==> src/rtl/led_fade_pwm_if.sv <==
`timescale 1ns/1ps
// LED pattern in / PWM drive out between the chaser and the fade stage.
interface led_fade_pwm_if;
   logic [7:0] iLED;
   logic [7:0] oLED;

   modport master (output iLED, input oLED);
   modport slave  (input iLED, output oLED);
endinterface

==> src/rtl/led_fade_pwm.sv <==
`timescale 1ns/1ps
// Afterglow stage: resyncs the chaser pattern, decays unlit channel brightness on a shared tick
// and PWM-drives oLED from a shared counter. iLED to oLED rise latency <= 4 cycles.
module led_fade_pwm #(
   parameter int PWM_W      = 8,
   parameter int DECAY_DIV  = 50000,
   parameter int DECAY_STEP = 16
) (
   input  logic             iCLK,
   input  logic             iRST_n,
   led_fade_pwm_if.slave    led_if
);

   localparam int               DIV_W   = $clog2(DECAY_DIV);
   localparam logic [DIV_W-1:0] DIV_MAX = DIV_W'(DECAY_DIV - 1);
   localparam logic [PWM_W-1:0] FULL    = {PWM_W{1'b1}};
   localparam logic [PWM_W-1:0] STEP    = PWM_W'(DECAY_STEP);

   logic [7:0]       sync1_q, sync1_d;
   logic [7:0]       sync2_q, sync2_d;
   logic [DIV_W-1:0] div_q, div_d;
   logic [PWM_W-1:0] pwm_q, pwm_d;
   logic [PWM_W-1:0] bri_q [8];
   logic [PWM_W-1:0] bri_d [8];
   logic [7:0]       led_q, led_d;
   logic             tick;

   always_comb begin
      sync1_d = led_if.iLED;
      sync2_d = sync1_q;
      tick    = (div_q == DIV_MAX);
      div_d   = tick ? '0 : div_q + DIV_W'(1);
      pwm_d   = pwm_q + PWM_W'(1);
      led_d   = '0;
      for (int i = 0; i < 8; i++) begin
         // Lit overrides a coincident tick; decay saturates at zero.
         if (sync2_q[i])
            bri_d[i] = FULL;
         else if (tick)
            bri_d[i] = (bri_q[i] > STEP) ? bri_q[i] - STEP : '0;
         else
            bri_d[i] = bri_q[i];
         // Full scale is forced high so there is no one-count dark gap per period.
         led_d[i] = (bri_q[i] == FULL) | (bri_q[i] > pwm_q);
      end
   end

   always_ff @(posedge iCLK or negedge iRST_n) begin
      if (!iRST_n) begin
         sync1_q <= '0;
         sync2_q <= '0;
         div_q   <= '0;
         pwm_q   <= '0;
         led_q   <= '0;
         for (int i = 0; i < 8; i++) bri_q[i] <= '0;
      end else begin
         sync1_q <= sync1_d;
         sync2_q <= sync2_d;
         div_q   <= div_d;
         pwm_q   <= pwm_d;
         led_q   <= led_d;
         for (int i = 0; i < 8; i++) bri_q[i] <= bri_d[i];
      end
   end

   assign led_if.oLED = led_q;

endmodule

==> src/flat_wrapper.sv <==
// flat-port wrapper written by rule: the top's interface ports become plain ports
module led_fade_pwm_flat 
#(
   parameter int PWM_W      = 8,
   parameter int DECAY_DIV  = 50000,
   parameter int DECAY_STEP = 16
)
  (iCLK, iRST_n, led_if_iLED, led_if_oLED);
  led_fade_pwm_if led_if_i ();
  input  logic iCLK;
  input  logic iRST_n;
  input wire logic [$bits(led_if_i.iLED)-1:0] led_if_iLED;
  output wire logic [$bits(led_if_i.oLED)-1:0] led_if_oLED;
  assign led_if_i.iLED = led_if_iLED;
  assign led_if_oLED = led_if_i.oLED;
  led_fade_pwm #(.PWM_W(PWM_W), .DECAY_DIV(DECAY_DIV), .DECAY_STEP(DECAY_STEP)) u_core (.iCLK(iCLK), .iRST_n(iRST_n), .led_if(led_if_i));
endmodule
==> config.mk <==
export PLATFORM = sky130hd
export DESIGN_NAME = led_fade_pwm_flat
export DESIGN_NICKNAME = d
export VERILOG_FILES = /design/src/rtl/led_fade_pwm_if.sv /design/src/rtl/led_fade_pwm.sv /design/src/flat_wrapper.sv
export SDC_FILE = /design/constraint.sdc
export NUM_CORES = 1
export LEC_CHECK = 0
export ABC_AREA = 1
export CAP_MARGIN = 20
export CORE_UTILIZATION = 37
export DETAILED_ROUTE_END_ITERATION = 8
export MAX_ROUTING_LAYER = met4
export PLACE_DENSITY_LB_ADDON = 0.25
export SYNTH_ARGS = -nofsm -noshare
export SYNTH_HDL_FRONTEND = slang
export SYNTH_SLANG_ARGS = --single-unit
==> constraint.sdc <==
create_clock -name iCLK -period 2.1 [get_ports iCLK]
set_clock_uncertainty 0.1 [all_clocks]
set_input_delay 0.315 -clock iCLK [delete_from_list [all_inputs] [get_ports iCLK]]
set_output_delay 0.315 -clock iCLK [all_outputs]
set_load 0.05 [all_outputs]
### Word-level counts from Yosys, hierarchy flattened

Index checks and enable logic that the tools add are counted.

| word-level totals | value |
|---|---|
| memory bits (writable) | 0 |
| latch bits | 0 |
| memories kept | 0 |
| bits in read-only memories | 0 |
| logic and storage cells | 89 |
| register bits after elaboration | 112 |

| cells by class | value |
|---|---|
| div/mod/pow operators | 0 |
| order comparisons | 16 |
| reduce and logical (&&, ||, !) cells | 8 |
| bitwise logic cells | 8 |
| $add $sub $neg | 10 |
| eq/ne operators | 9 |
| mux-type cells | 25 |
| shifts and indexed selects | 0 |
| $mul | 0 |

Operators with widths:

| kind | count |
|---|---|
| 2-to-1 mux 8 bit | 24 |
| == test 8 bit (second input constant) | 8 |
| greater-than comparator 8 x 5 -> 1 bit (second input constant) | 8 |
| greater-than comparator 8 bit | 8 |
| subtractor 8 x 5 -> 8 bit (second input constant) | 8 |
| adder 16 x 1 -> 16 bit (second input constant) | 1 |
| == test 16 bit (second input constant) | 1 |
| 2-to-1 mux 16 bit | 1 |
| nonzero test 2 bit | 8 |
| adder 8 x 1 -> 8 bit (second input constant) | 1 |
| bitwise OR 1 bit | 8 |

### Logic depth before layout (Yosys ltp)

Gate-level depths: netlist of the first run.

| depth | value |
|---|---|
| word-level depth | 4 |
| gate-level depth with buffers | 11 |

### Least setup slack after synthesis of the first run

OpenSTA, ideal clock, no wires.

| timing | value |
|---|---|
| path kind | register to register |
| from | reg u_core.pwm_q[5] |
| to | reg u_core.led_q[1], in the netlist u_core.led_if.oLED[1] |
| cell stages (with the launch flop) | 8 |
| required time | 1.883 ns |
| arrival time | 1.256 ns |
| library setup time | 0.117 ns |
| setup slack | 0.627 ns |
| cell sequence | dfrtp_1 > inv_1 > ha_1 > a21o_1 > a21oi_1 > nand2_1 > nand2_1 > nand2_1 |

| between the ends | value |
|---|---|
| cells in the longest elaborated chain, start to end | 2 |

RTL lines:

| what | line | source |
|---|---|---|
| start, declared | led_fade_pwm.sv:22 | `logic [PWM_W-1:0] pwm_q, pwm_d;` |
| start signal, assigned | led_fade_pwm.sv:60 | `pwm_q <= pwm_d;` |
| greater-than comparator 8 bit | led_fade_pwm.sv:44 | `led_d[i] = (bri_q[i] == FULL) \| (bri_q[i] > pwm_q);` |
| bitwise OR 1 bit | led_fade_pwm.sv:44 |  |
| named net u_core.led_d[1] | led_fade_pwm.sv:25 | `logic [7:0] led_q, led_d;` |
| end signal, assigned | led_fade_pwm.sv:61 | `led_q <= led_d;` |
| end, declared | led_fade_pwm.sv:25 |  |

The timed path passes the listed nets, and every way through them passes these cells.
A chain may end at the register's enable or synchronous reset.

### Worst setup path in the final report of the first run

| timing | value |
|---|---|
| from | reg u_core.led_q[1], in the netlist u_core.led_if.oLED[1] |
| to | out led_if_oLED[1] |

RTL lines:

| what | line | source |
|---|---|---|
| end, declared | flat_wrapper.sv:13 | `output wire logic [$bits(led_if_i.oLED)-1:0] led_if_oLED;` |

No word-level cell between the ends.

==> metrics.cfg, run 1 <==
[worst_setup_path]
cp_cell_sequence = clkdlybuf4s50_1
path_depth = 1
critPathBufInv = 1
critPathTopFamily = buffers and inverters
cp_slowest_stage_delay_ps = 810
cp.required_ps = 1680
worstPathMaxFanout = 1
rrSetupSlack_ps = 300
end_kind = output port
critPathKind = reg -> out
cp-start-kind = flop
cpMaxStageDelayCell = clkdlybuf4s50_1
worst-r2r-cell-count = 7
crit_arrival_ps = 1530

[floorplan]
rows = 46
io_pins = 18
coreArea_um2 = 15900
dieArea_um2 = 16800
die_h_um = 130
initial_utilization_pct = 37.9
die-width_um = 130

[global_route]
antenna_found_initial = 0
grt_pass1_wl_um = 21700
overflow = 0
gr-usage-all-layers_pct = 17.2
grt_max_degree = 48
grt_pass1_vias = 4600

[power]
ir_worst_vdd_v = 0.000398
seqPwrFrac_pct = 46.6
internal-power_mw = 2.95
p_per_area_nw_per_um2 = 571
combPwrFrac_pct = 8.9
total_power_mw = 3.89
p_leak_nw = 3.78
clkPwrFrac_pct = 44.5
p_switching_mw = 0.947
switching_share_pct = 24.3

[placed_design]
placed_cell_area_um2 = 6480
gp_congestion = 0.814
port_buffers = 17
post-dp-hpwl_um = 8880

[routing]
totalWireLength_um = 12500
dr.pass1.iters = 5
drcViolationCount = 0
ant_nets = 0
wl_per_cell_um = 12.0
vias = 4787
vias_per_cell = 4.60
drtIter0Drc = 217

[timing]
finalHoldViolations = 0
finalMaxSlewViolations = 0
setup_tns_ps = 0
clock.fmax_mhz = 514
worst_slew_pin_slew_ps = 518
rsz0062_at_grt = no
slew_headroom_pct = 65.5
finalSetupViolCount = 0
min_period_ps = 1950
finalCritPeriodShare_pct = 92.7

[yosys]
ys_ff_latch = 88
yosysTopAreaCell = dfrtp_1
synth_area_per_cell_um2 = 7.66
syn_nets = 886
synth_area_leaders = dfrtp_1 (37%), ha_1 (19%), nand2_1 (15%)
ys_warn_count = 0
syn_area_um2 = 6020
synthCells = 786
seq_area_frac_synth_pct = 36.6
ys_types = 25
synth_top_area_share_pct = 36.6

[clock_network]
cts_inserted_buffers = 9
root_buffer = clkbuf_16
cts_tree = yes
ctsHtreeMaxLevel = 3
cts.path.max_buffers = 2
clock_latency_ps = 350
path_clk_slew_ps = 70
postCtsSetupRepairBufs = 0
clkSinkCount = 88

[flow_run]
max_cap_violations = 0

[hold_path]
hold-path-cell-count = 0
worst_hold_path_type = reg -> reg

[layout]
drive_gt1_share_pct = 5.22
multi_input_area_um2 = 3280
fin_nets = 919
syn_to_final_growth_pct = 13.3
n_antenna_cell = 0
fill_cells = 1659
regArea_um2 = 2200
finalInstanceArea_um2 = 6820

[status]
outcome = finished clean

final timing paths:
| path | startpoint | end |
|---|---|---|
| min in group asynchronous | iRST_n | u_core.led_if.oLED[7] |
| max in group asynchronous | iRST_n | u_core.div_q[13] |
| setup / recovery | u_core.led_if.oLED[1] | led_if_oLED[1] |
| hold / removal | u_core.sync1_q[2] | u_core.sync2_q[2] |
| hold reg to reg | u_core.sync1_q[2] | u_core.sync2_q[2] |
| setup reg to reg | u_core.pwm_q[5] | u_core.led_if.oLED[1] |
what timing repair did:
item,CTS,global route
resized for setup,0,0
hold buffers,1,0
endpoints found under the setup margin,0,0
hold endpoints to repair,20,0
registers in the layout (all words and copies together), names as in the netlist:
register and flops:
u_core.bri_q 40, u_core.div_q 16, u_core.led_if.oLED 8, u_core.pwm_q 8, u_core.sync1_q 8, u_core.sync2_q 8
power by group through the flow:
stage | clock (mW) | combinational [mW] | sequential (mW)
6_report | 1.73 | 0.348 | 1.81
5_1_grt | 1.87 | 0.405 | 1.82
4_1_cts | 1.80 | 0.357 | 1.81
3_5_place_dp | 0 | 0.354 | 1.85
3_3_place_gp | 0 | 0.349 | 1.85
2_1_floorplan | 0 | 0.184 | 1.88
cell usage after synthesis:
library cell,number
inv_4,1
o21ai_2,3
dfrtp_1,88
nand3_1,57
a21o_1,16
nand2_2,5
xnor2_1,1
ha_1,90
nand4_1,23
nor2_4,2
buf_6,5
a21oi_1,17
inv_1,120
o211ai_1,1
nor2_2,1
nand2_1,242
clkinv_1,1
nor2_1,73
inv_2,3
xor2_1,12
nor3_1,4
buf_4,1
o21bai_1,2
o21ai_0,17
nand2_4,1
kinds of logic (layout without fill, tap and decap cells):
kind of cell | after synthesis | after routing | synth area share, %
and+or+nand+nor | 408 | 408 | 28.3
AOI/OAI and AO/OA | 56 | 56 | 5.63
buffers and inverters | 131 | 169 | 8.90
DFF | 88 | 88 | 36.6
xor gates and xnor gates | 13 | 13 | 1.89
adders and majority gates | 90 | 90 | 18.7
through the flow:
stage                     worst slack, ps  util (%)  std cells  hold slack [ps]
after floorplan                       627         -        786            -80.6
after global placement                332      40.8       1023              136
after detailed placement              307      40.8       1023              136
after CTS                             136      42.9       1040              244
after global routing                 97.8      42.9       1040              255
final                                 153      42.9       1040              241
metal layers:
layer / share of wire, % / wire [um] / up-vias / global-route usage [%]
met3: 2.7 / 336 / 12 / 3.59
met2: 47 / 5860 / 46 / 28.5
met1: 49 / 6140 / 2171 / 21.0
li1: - / - / 2558 / -
met4: 1.3 / 162 / 0 / 5.40
met5: 0 / 0 / - / -
cell type report:
cell class,count,share of cell area [%]
sequential,88,32.3
inverter,125,6.92
timing repair buffer,28,3.89
multi-input combinational,567,48.1
clock inverter,3,0.697
clock buffer,13,4.11
tap,216,3.96
layout by cell type, fill, tap and decap left out, types with 12 or more instances in the layout:
cell type        synthesis  routed
a21o_1                  16      16
a21oi_1                 17      17
clkdlybuf4s50_1          0      16
dfrtp_1                 88      88
ha_1                    90      90
inv_1                  120     120
nand2_1                242     242
nand3_1                 57      57
nand4_1                 23      23
nor2_1                  73      73
o21ai_0                 17      17
xor2_1                  12      12
No activity file was read; power rests on OpenSTA's default activity.
==> run 2, diff against run 1 <==
CORE_MARGIN = 1   (was default)
HOLD_SLACK_MARGIN = 0.03   (was default)
==> results of run 2 <==
Final layout, timing and power as in run 1 (identical DEF).
